$ cat src/rtl/data_stack.sv
// Operand stack with top/second held in registers and deeper entries spilled to an array.
// Illegal operations leave the stack untouched and raise sticky overflow/underflow flags.
module data_stack #(
   parameter int WIDTH = 16,
   parameter int DEPTH = 16,
   parameter int CW    = $clog2(DEPTH + 1)
) (
   input  logic             CLK,
   input  logic             reset,
   input  logic [2:0]       op,
   input  logic [WIDTH-1:0] din,
   output logic [WIDTH-1:0] top_of_stack,
   output logic [WIDTH-1:0] second_of_stack,
   output logic [CW-1:0]    count,
   output logic             empty,
   output logic             full,
   output logic             overflow,
   output logic             underflow
);

   // Array holds entries 3..DEPTH; pointer counts how many of them are in use.
   localparam int ARR = (DEPTH > 2) ? DEPTH - 2 : 1;
   localparam int PW  = (ARR > 1) ? $clog2(ARR + 1) : 1;

   localparam logic [2:0] OP_NOP   = 3'b000;
   localparam logic [2:0] OP_PUSH  = 3'b001;
   localparam logic [2:0] OP_POP   = 3'b010;
   localparam logic [2:0] OP_REPL  = 3'b011;
   localparam logic [2:0] OP_BINOP = 3'b100;
   localparam logic [2:0] OP_SWAP  = 3'b101;
   localparam logic [2:0] OP_DUP   = 3'b110;

   localparam logic [CW-1:0] CNT_ONE   = CW'(1);
   localparam logic [CW-1:0] CNT_TWO   = CW'(2);
   localparam logic [CW-1:0] CNT_THREE = CW'(3);
   localparam logic [CW-1:0] CNT_FULL  = CW'(DEPTH);

   logic [WIDTH-1:0] mem [0:ARR-1];
   logic [PW-1:0]    ptr_r;
   logic [WIDTH-1:0] top_r, second_r;
   logic [CW-1:0]    count_r;
   logic             overflow_r, underflow_r;

   logic [WIDTH-1:0] top_n, second_n, head;
   logic [CW-1:0]    count_n;
   logic             spill, refill, ovf_set, unf_set;
   logic             is_empty, is_full, has_two, has_three;
   logic [PW-1:0]    ptr_m1;

   assign is_empty  = (count_r == '0);
   assign is_full   = (count_r == CNT_FULL);
   assign has_two   = (count_r >= CNT_TWO);
   assign has_three = (count_r >= CNT_THREE);
   assign ptr_m1    = ptr_r - PW'(1);
   // Only consumed on a refill, which requires at least one array entry.
   assign head      = mem[ptr_m1];

   always_comb begin
      top_n    = top_r;
      second_n = second_r;
      count_n  = count_r;
      spill    = 1'b0;
      refill   = 1'b0;
      ovf_set  = 1'b0;
      unf_set  = 1'b0;
      case (op)
         OP_PUSH: begin
            if (is_full) begin
               ovf_set = 1'b1;
            end else begin
               top_n    = din;
               second_n = top_r;
               spill    = has_two;
               count_n  = count_r + CNT_ONE;
            end
         end
         OP_POP: begin
            if (is_empty) begin
               unf_set = 1'b1;
            end else begin
               top_n    = second_r;
               second_n = has_three ? head : '0;
               refill   = has_three;
               count_n  = count_r - CNT_ONE;
            end
         end
         OP_REPL: begin
            if (is_empty) unf_set = 1'b1;
            else          top_n   = din;
         end
         OP_BINOP: begin
            if (!has_two) begin
               unf_set = 1'b1;
            end else begin
               top_n    = din;
               second_n = has_three ? head : '0;
               refill   = has_three;
               count_n  = count_r - CNT_ONE;
            end
         end
         OP_SWAP: begin
            if (!has_two) begin
               unf_set = 1'b1;
            end else begin
               top_n    = second_r;
               second_n = top_r;
            end
         end
         OP_DUP: begin
            // Empty check wins over full check.
            if (is_empty) begin
               unf_set = 1'b1;
            end else if (is_full) begin
               ovf_set = 1'b1;
            end else begin
               second_n = top_r;
               spill    = has_two;
               count_n  = count_r + CNT_ONE;
            end
         end
         OP_NOP:  ;
         default: ;
      endcase
   end

   always_ff @(posedge CLK) begin
      if (!reset) begin
         top_r       <= '0;
         second_r    <= '0;
         count_r     <= '0;
         ptr_r       <= '0;
         overflow_r  <= 1'b0;
         underflow_r <= 1'b0;
      end else begin
         top_r       <= top_n;
         second_r    <= second_n;
         count_r     <= count_n;
         overflow_r  <= overflow_r | ovf_set;
         underflow_r <= underflow_r | unf_set;
         if (spill)       ptr_r <= ptr_r + PW'(1);
         else if (refill) ptr_r <= ptr_m1;
      end
   end

   // Array contents are don't-care after reset, so no reset branch here.
   always_ff @(posedge CLK) begin
      if (reset && spill) mem[ptr_r] <= second_r;
   end

   assign top_of_stack    = (count_r >= CNT_ONE) ? top_r : '0;
   assign second_of_stack = has_two ? second_r : '0;
   assign count           = count_r;
   assign empty           = is_empty;
   assign full            = is_full;
   assign overflow        = overflow_r;
   assign underflow       = underflow_r;

endmodule
$ cat config.mk
export PLATFORM = sky130hd
export DESIGN_NAME = data_stack
export DESIGN_NICKNAME = d
export VERILOG_FILES = /design/src/rtl/data_stack.sv
export SDC_FILE = /design/constraint.sdc
export NUM_CORES = 1
export LEC_CHECK = 0
export CAP_MARGIN = 10
export CELL_PAD_IN_SITES_DETAIL_PLACEMENT = 0
export CELL_PAD_IN_SITES_GLOBAL_PLACEMENT = 1
export CORE_MARGIN = 2
export CORE_UTILIZATION = 58
export CTS_BUF_LIST = sky130_fd_sc_hd__clkbuf_16
export DETAILED_ROUTE_END_ITERATION = 10
export DONT_BUFFER_PORTS = 1
export GPL_ROUTABILITY_DRIVEN = 0
export PLACE_DENSITY_LB_ADDON = 0.1
export SYNTH_ARGS = -nofsm -noshare
export SYNTH_HDL_FRONTEND = slang
export SYNTH_SLANG_ARGS = --single-unit
$ cat constraint.sdc
create_clock -name CLK -period 10 [get_ports CLK]
set_input_delay 2 -clock CLK [delete_from_list [all_inputs] [get_ports CLK]]
set_output_delay 2 -clock CLK [all_outputs]
set_load 0.01 [all_outputs]
# After elaboration in Yosys (flattened, before gate mapping)
# Memories as Yosys holds them, arrays and structs flattened.
# Index checks and enable logic that the tools add are counted.
[word_totals] register_bits=43 ram_bits=224 in_bits=21 out_inout_bits=41 word_cells=76 n_memories=1
[op_classes] addsub=4 n_lt_le_gt_ge=3 n_eq_ne=13 n_mux=36 bitwise=2 reduce_logical=11
[memory_table] memory="mem" depth=14 width=16 read_ports=1 rd_clocked_by_memory_dff=0 wr=1 line="38" rtl="logic [WIDTH-1:0] mem [0:ARR-1];"
[op_table] cell="16-bit 2-to-1 mux" count=13
[op_table] cell="16-bit one-hot mux with 5 select lines" count=2
[op_table] cell="5-bit 2-to-1 mux" count=4
[op_table] cell="5-bit one-hot mux with 4 select lines" count=1
[op_table] cell="2-bit inequality test, second input constant" count=6
[op_table] cell="5-bit by 2-bit >= comparator with 1-bit output, second input constant" count=2
[op_table] cell="1-bit 2-to-1 mux" count=10
[op_table] cell="5-bit nonzero test" count=2
[op_table] cell="3-bit == test, second input constant" count=3
[op_table] cell="4-bit 2-to-1 mux" count=2
[op_table] cell="1-bit one-hot mux with 2 select lines" count=4
[op_table] cell="3-bit by 2-bit == test with 1-bit output, second input constant" count=2
[op_table] cell="6-bit AND reduction" count=1
[op_table] cell="5-bit by 1-bit adder with 5-bit output, second input constant" count=1
[op_table] cell="5-bit == test, second input constant" count=1
[op_table] cell="5-bit by 1-bit >= comparator with 1-bit output, second input constant" count=1
[op_table] cell="5-bit logical NOT" count=1
[op_table] cell="5-bit AND reduction" count=1
[op_table] cell="5-bit by 1-bit subtractor with 5-bit output, second input constant" count=1
[op_table] cell="4-bit by 1-bit adder with 4-bit output, second input constant" count=1
[op_table] cell="4-bit AND reduction" count=1
[op_table] cell="4-bit nonzero test" count=1
[op_table] cell="4-bit by 1-bit subtractor with 4-bit output, second input constant" count=1
[op_table] cell="3-bit by 1-bit == test with 1-bit output, second input constant" count=1
[op_table] cell="other kinds (5)" count=6

# Longest topological paths before layout
# Gate-level depths: netlist (run 1).
[logic_depth] ltp_word=7 mapped_depth=13 mapped_depth_nobuf=8

# Worst setup path before layout (run 1)
# Ideal clock, no wire load.
[synth_path] path_kind="input to register" startpoint="input port op[0]" endpoint="memory mem[1][0] (enable)" setup_time_ns=0.409 arrival_ns=4.310 t_required_ns=9.591 path_slack_ns=5.281 cell_stages=7 path_buffers=2 path_cell_list="buf_2 -> or3b_2 -> o21ai_1 -> and3_1 -> buf_2 -> nand3_1 -> nor3_1"
[synth_via] elab_chain_cells=5 elab_cells_between_ends=6 classes_between="2 x eq/ne; 3 x mux; 1 x reduce/logical"
[synth_lines] item="start: declaration" line="10" rtl="input logic [2:0] op,"
[synth_lines] item="3-bit == test / 3-bit by 1-bit == test with 1-bit output (equally long branches)" line="66" rtl="case (op)"
[synth_lines] item="1-bit one-hot mux with 2 select lines (*)" line="66"
[synth_lines] item="1-bit logical AND (*)" line="147" rtl="if (reset && spill) mem[ptr_r] <= second_r;"
[synth_lines] item="1-bit 2-to-1 mux (*)" line="147"
[synth_lines] item="1-bit 2-to-1 mux (not written as such) (*)" line="147"
[synth_lines] item="end: declaration" line="38"
# Every way passes the cells marked *; elsewhere a longest branch is shown, timed or not.

# Final worst setup path (run 1)
[layout_path] startpoint="register count_r[0], in the netlist count[0]" endpoint="output port second_of_stack[6]"
[layout_via] elab_chain_cells=2
[layout_lines] item="start: declaration" line="41" rtl="logic [CW-1:0] count_r;"
[layout_lines] item="start signal: assignment" line="137" rtl="count_r <= count_n;"
[layout_lines] item="5-bit by 2-bit >= comparator with 1-bit output" line="52" rtl="assign has_two = (count_r >= CNT_TWO);"
[layout_lines] item="16-bit 2-to-1 mux" line="151" rtl="assign second_of_stack = has_two ? second_r : '0;"
[layout_lines] item="end: declaration" line="13" rtl="output logic [WIDTH-1:0] second_of_stack,"
# Every way passes these cells.

==> impl_metrics.sql, run 1 <==
INSERT INTO impl_metrics (metric_group, metric, value, unit) VALUES
('clock_network', 'tritoncts_num_sinks', '267', ''),
('route', 'routed_length_on_met1', '9910', 'um'),
('route', 'met2WireLength', '12500', 'um'),
('power', 'finalPower', '2.66', 'mW'),
('logic_synthesis', 'mappedNetlistArea', '11300', 'um^2'),
('floorplanning', 'horizontal_die_dimension', '144', 'um'),
('critical_path', 'crit_path_start_kind', 'register', ''),
('sta', 'timing.setup.tns', '0', 'ns'),
('critical_path', 'timing.critical_path.fanout_max', '20', ''),
('cells_and_area', 'syn2layout_area_growth', '9.67', '%'),
('logic_synthesis', 'synth.area.mux_share', '13.0', '%'),
('clock_network', 'cts_buffers', '26', ''),
('logic_synthesis', 'synth-edff-count', '224', ''),
('logic_synthesis', 'synth-async-reset-ratio', '0', '%'),
('floorplanning', 'initial_utilization', '58.7', '%'),
('floorplanning', 'io_pins', '62', ''),
('cells_and_area', 'antennaDiodeCount', '0', ''),
('route', 'post_drt_wl_per_cell', '24.2', 'um'),
('floorplanning', 'fp.coreArea', '19300', 'um^2'),
('critical_path', 'rrSetupSlack', '6.84', 'ns'),
('sta', 'fmax', '223', 'MHz'),
('sta', 'setup_violations', '0', ''),
('sta', 'slew_viol_final', '0', ''),
('sta', 'timing.final.hold_violations', '0', ''),
('power', 'ir_worst_vdd', '0.000135', 'V'),
('cells_and_area', 'final.fill_count', '1381', ''),
('job', 'max_cap_violations', '0', ''),
('critical_path', 'worstSetupPathType', 'reg2out', ''),
('clock_network', 'clk_pin_slew_worst_paths', '0.06', 'ns'),
('logic_synthesis', 'synth_area_per_cell', '15.6', 'um^2'),
('hold_path', 'worstHoldPathType', 'reg2reg', ''),
('logic_synthesis', 'synth_compound_gate_area_share', '6.49', '%'),
('logic_synthesis', 'synth_top_family_by_area', 'multiplexers', ''),
('placed_design', 'dpl_cell_area', '11600', 'um^2'),
('logic_synthesis', 'ys_seq_elements', '267', ''),
('logic_synthesis', 'synth.distinct_cells', '58', ''),
('grt', 'global_route.usage.total', '24.4', '%'),
('clock_network', 'clock_insertion_delay_worst_skew', '0.52', 'ns'),
('logic_synthesis', 'synth_xor_xnor_area_share', '0.531', '%'),
('floorplanning', 'die_height', '144', 'um'),
('critical_path', 'r2r-start', 'ptr_r[0]', ''),
('power', 'power.leakage', '4.02', 'nW'),
('clock_network', 'cts.hold.buffers_added', '0', ''),
('logic_synthesis', 'mapped_nets', '757', ''),
('route', 'via_per_inst', '6.17', ''),
('critical_path', 'critPathRequiredTime', '8.00', 'ns'),
('clock_network', 'tritoncts', 'built', ''),
('outcome', 'run_status', 'finished clean', ''),
('floorplanning', 'total_number_of_placement_rows', '51', ''),
('route', 'drt_pass1_iterations', '5', ''),
('grt', 'global_route_wire_length_before_repair', '37200', 'um'),
('grt', 'antenna_found_initial', '0', ''),
('critical_path', 'reg2regPathDepth', '8', ''),
('critical_path', 'crit_path_start', 'count[0]', ''),
('route', 'detailroute.wirelength.met3', '1450', 'um'),
('critical_path', 'critPathSlowestCell', 'dfxtp_1', ''),
('logic_synthesis', 'yosys.area.top_type_share', '59.5', '%'),
('route', 'dr_total_vias', '6245', ''),
('logic_synthesis', 'total_of_warnings_raised_by_yosys', '0', ''),
('critical_path', 'critPathMaxStageDelay', '0.57', 'ns'),
('sta', 'max-slew-margin-rel', '21.0', '%'),
('placed_design', 'io_buffers', '0', ''),
('logic_synthesis', 'yosys.area_share.adder', '1.11', '%'),
('critical_path', 'crit_arrival', '2.49', 'ns'),
('sta', 'timing_worst_slew_pin_value', '1.19', 'ns'),
('sta', 'rsz_0062_raised_after_global_routing', 'no', ''),
('grt', 'first_global_vias', '6271', ''),
('critical_path', 'worst_r2r_endpoint', 'second_r[10]', ''),
('logic_synthesis', 'ys_top_cells_by_count', 'edfxtp_1, nand2_1, mux4_2', ''),
('route', 'top_metal_used', 'met4', ''),
('power', 'power_density', '214', 'nW/um^2');
[kinds of logic after synthesis]
family / count (synthesis)
adders and majority gates: 10
and+or+nand+nor: 209
muxes: 87
AOI/OAI and AO/OA: 92
xor gates and xnor gates: 6
buffers and inverters: 55
DFF: 267
[cells in the final DEF (no fill, tap or decap), types with 6 or more instances in the layout]
cell type,n
nor3_2,6
inv_1,7
and2_1,33
dfxtp_1,42
edfxtp_1,224
a21oi_1,24
clkinv_1,12
mux4_2,48
o211ai_1,16
nand2b_1,7
a211oi_1,18
nand2_1,72
ha_1,9
buf_4,22
mux2i_1,38
clkbuf_16,27
a311oi_2,10
nand3_1,36
a311oi_1,7
nor2_1,31
[worst min-delay path by stage]
stage	startpoint	endpoint	slack [ns]	cells after the start
6_report	top_r[6]	top_r[6]	0.52	2
3_5_place_dp	top_r[0]	second_r[0]	0.51	2
2_1_floorplan	top_r[14]	second_r[14]	0.47	2
3_3_place_gp	top_r[0]	second_r[0]	0.50	2
5_1_grt	top_r[1]	top_r[1]	0.55	2
4_1_cts	top_r[0]	second_r[0]	0.52	2
[layout make-up]
class / instances / area (um^2) / share of cell area, %
clock inverters: 21 / 121 / 0.979
flip-flops and latches: 267 / 7590 / 61.2
multi-input cells: 404 / 3490 / 28.2
inverters: 6 / 22.5 / 0.182
clock buffers: 27 / 676 / 5.45
well taps: 265 / 332 / 2.67
repair buffers: 22 / 165 / 1.33
[where the power goes]
group          internal [mW]  switching, mW
registers               1.27         0.0884
clock network          0.513          0.389
logic                  0.160          0.241
[registers in the layout (all words and copies together) (netlist names)]
name,cells
underflow,1
overflow,1
ptr_r,4
second_r,16
top_r,16
mem,224
count,5
[critical path: cells and delay by family (launching register included)]
kind          cells  cell delay (ns)
buf+inv           1             0.17
flops             1             0.57
fa+ha+maj         1             0.24
simple gates      3             0.99
[per-layer routing]
metal  global-route usage (%)  vias up
met1                     32.7     3165
met2                     41.4      209
met4                     8.41        0
met3                     3.70       41
li1                         -     2830
met5                        0        -
[per-stage QoR]
| step | cells | utilization (%) | hold WS (ns) | worst slack, ns |
|---|---|---|---|---|
| 3_5_place_dp | 964 | 60.2 | 0.508 | 6.06 |
| 3_3_place_gp | 964 | 60.2 | 0.502 | 6.10 |
| 6_report | 1012 | 64.3 | 0.516 | 5.51 |
| 4_1_cts | 1012 | 64.3 | 0.517 | 5.50 |
| 5_1_grt | 1012 | 64.3 | 0.547 | 5.33 |
| 2_1_floorplan | 726 | - | 0.468 | 5.28 |
Power figures use the tool's default switching activity.
==> run 2, diff against run 1 <==
--- a/config.mk
+++ b/config.mk
@@ -9,7 +9,7 @@
 export CELL_PAD_IN_SITES_DETAIL_PLACEMENT = 0
 export CELL_PAD_IN_SITES_GLOBAL_PLACEMENT = 1
 export CORE_MARGIN = 2
-export CORE_UTILIZATION = 58
+export CORE_UTILIZATION = 49
 export CTS_BUF_LIST = sky130_fd_sc_hd__clkbuf_16
 export DETAILED_ROUTE_END_ITERATION = 10
 export DONT_BUFFER_PORTS = 1
==> constraint.sdc (replaced) <==
create_clock -name CLK -period 3.8 [get_ports CLK]
set_input_delay 0.76 -clock CLK [delete_from_list [all_inputs] [get_ports CLK]]
set_output_delay 0.76 -clock CLK [all_outputs]
set_load 0.01 [all_outputs]
==> run 2 against run 1 <==
  * Routed wire length increased by 11%
  * Critical path depth decreased by 1
  * Register-to-register slack got worse by 6.1 ns
  * Clock skew decreased by 0.0017 ns
  * Power increased to 2.8 times the previous value
  * Die area increased by 18%
  * Sequential share of layout area decreased by 1.2 points
  * Non-clock buffer count increased by 8
  * Combinational power increased to 3.0 times the previous value
  * Worst setup slack got worse by 5.0 ns
  * Via count increased by 0.93%
==> impl_metrics.sql, run 2 (synthesis results as in run 1) <==
INSERT INTO impl_metrics (metric_group, metric, value, unit) VALUES
('placed_design', 'numPlacedInstances', '992', ''),
('sta', 'timing_worst_slew_pin_value', '1.20', 'ns'),
('cells_and_area', 'final_nets', '768', ''),
('cells_and_area', 'non_filler_cells_in_the_finished_layout', '1043', ''),
('grt', 'globalRoute.totalOverflow', '0', ''),
('floorplanning', 'total_number_of_placement_rows', '55', ''),
('clock_network', 'postCtsSetupRepairBufs', '0', ''),
('cells_and_area', 'regMostFlops', 'mem', ''),
('power', 'power_density', '593', 'nW/um^2'),
('floorplanning', 'horizontal_die_dimension', '156', 'um'),
('power', 'power.leakage', '4.16', 'nW'),
('sta', 'rsz_0062_raised_after_global_routing', 'no', ''),
('clock_network', 'ctsLongestPathBuffers', '3', ''),
('critical_path', 'end_kind', 'primary output', ''),
('floorplanning', 'fp.coreArea', '22600', 'um^2'),
('outcome', 'run_status', 'finished clean', ''),
('sta', 'fin_crit', '3.30', 'ns'),
('route', 'via_per_inst', '6.04', ''),
('clock_network', 'cts_max_level', '1', ''),
('floorplanning', 'design.die.area', '24300', 'um^2'),
('cells_and_area', 'most_frequent_cells_in_the_layout', 'edfxtp_1, nand2_1, mux4_2', ''),
('critical_path', 'crit_path_start_kind', 'register', ''),
('route', 'aggregate_routed_wire_length', '27200', 'um'),
('cells_and_area', 'final_util', '55.8', '%'),
('placed_design', 'dpl_cell_area', '11700', 'um^2'),
('clock_network', 'clk_pin_slew_worst_paths', '0.06', 'ns'),
('floorplanning', 'die_height', '156', 'um'),
('sta', 'timing.final.hold_violations', '0', ''),
('clock_network', 'tritoncts', 'built', ''),
('hold_path', 'worstHoldPathType', 'in2reg', ''),
('sta', 'setup_violations', '0', ''),
('cells_and_area', 'largest_reg_flops', '224', ''),
('sta', 'fmax', '303', 'MHz'),
('cells_and_area', 'final_common_cell', 'edfxtp_1', ''),
('sta', 'fin_crit_sh', '86.9', '%'),
('grt', 'first_global_vias', '6337', ''),
('cells_and_area', 'syn2layout_area_growth', '11.8', '%'),
('route', 'ant_nets', '0', ''),
('clock_network', 'cts-root-buf', 'clkbuf_16', ''),
('cells_and_area', 'final.fill_count', '1784', ''),
('route', 'post_drt_wl_per_cell', '26.1', 'um'),
('critical_path', 'timing.critical_path.fanout_max', '16', ''),
('sta', 'timing.setup.tns', '0', 'ns'),
('floorplanning', 'initial_utilization', '49.9', '%'),
('sta', 'slew_viol_final', '0', ''),
('cells_and_area', 'post-route-cell-area', '12600', 'um^2'),
('clock_network', 'cts.repair.resized', '0', ''),
('clock_network', 'tritoncts_num_sinks', '267', ''),
('cells_and_area', 'largest_registers', 'mem (224), second_r (16), top_r (16)', ''),
('route', 'drt_pass1_iterations', '5', ''),
('route', 'dr_total_vias', '6303', ''),
('route', 'route.detailed.drc', '0', ''),
('cells_and_area', 'post_route_cells_drive_above_1_share', '19.8', '%'),
('grt', 'largest_net_degree_at_the_start_of_global_routing', '47', ''),
('cells_and_area', 'antennaDiodeCount', '0', ''),
('sta', 'timing.clock.skew', '0.0160', 'ns'),
('job', 'max_cap_violations', '0', ''),
('grt', 'antenna_found_initial', '0', ''),
('critical_path', 'worstSetupPathType', 'reg2out', ''),
('critical_path', 'crit_arrival', '2.54', 'ns'),
('route', 'drtIter0Drc', '571', ''),
('placed_design', 'post-dp-hpwl', '17300', 'um'),
('floorplanning', 'io_pins', '62', ''),
('power', 'ir_worst_vdd', '0.000432', 'V'),
('clock_network', 'clock_insertion_delay_worst_skew', '0.55', 'ns'),
('clock_network', 'cts_buffers', '28', ''),
('sta', 'hold_slack', '0.364', 'ns'),
('critical_path', 'critPathRequiredTime', '3.04', 'ns'),
('sta', 'max-slew-margin-rel', '19.9', '%'),
('placed_design', 'io_buffers', '0', ''),
('grt', 'global_route.usage.total', '22.7', '%'),
('clock_network', 'cts.hold.buffers_added', '0', ''),
('grt', 'global_route_wire_length_before_repair', '40400', 'um');
==> run 2: changes by cell type in the layout (fill, tap and decap cells not counted), sizes merged <==
cell	delta
clkbuf	+2
inv	+6
bufinv	+4
clkinv	-10
clkinvlp	+1
buf	+8
==> run 2: critical path: stages (launching register included) <==
cell     delay, ns
dfxtp_1       0.59
inv_1         0.16
ha_1          0.20
or4_1         0.72
and2_1        0.32
==> run 2: final timing paths <==
kind / startpoint / end / slack (ns) / depth (start not counted)
min reg2reg: top_r[0] / second_r[0] / 0.51 / 2
min: reset / count[3] / 0.36 / 2
max: count[1] / top_of_stack[0] / 0.50 / 4
max reg2reg: count[0] / second_r[13] / 0.75 / 7
==> run 2: metal layers <==
| layer | GRT usage (%) | up-vias | part of all wire (%) |
|---|---|---|---|
| li1 | - | 2854 | - |
| met1 | 32.7 | 3225 | 44 |
| met2 | 36.1 | 180 | 48 |
| met3 | 3.03 | 44 | 4.7 |
| met4 | 7.60 | 0 | 3.1 |
| met5 | 0 | - | 0 |
==> run 2: stage by stage <==
stage                     setup slack (ns)  total power [mW]
final                                0.499              7.50
after CTS                            0.495              7.56
after detailed placement             0.775              4.78
after global placement               0.893              4.76
after global routing                 0.352              7.78
after floorplan                      0.321              4.35
==> run 2: cell type report <==
cell class,count,area [um^2],area share [%]
Clock buffer,29,726,5.74
Tap cell,285,357,2.82
Inverter,6,22.5,0.178
Multi-Input combinational cell,404,3490,27.6
Clock inverter,22,229,1.81
Timing Repair Buffer,30,225,1.78
Sequential cell,267,7590,60.0
==> run 2: where the power goes <==
part / internal [mW] / switching [mW] / leakage (nW) / total, mW
clock: 1.71 / 1.07 / 0.488 / 2.78
combinational: 0.436 / 0.757 / 1.26 / 1.19
sequential: 3.33 / 0.191 / 2.41 / 3.52
total: 5.48 / 2.02 / 4.16 / 7.50
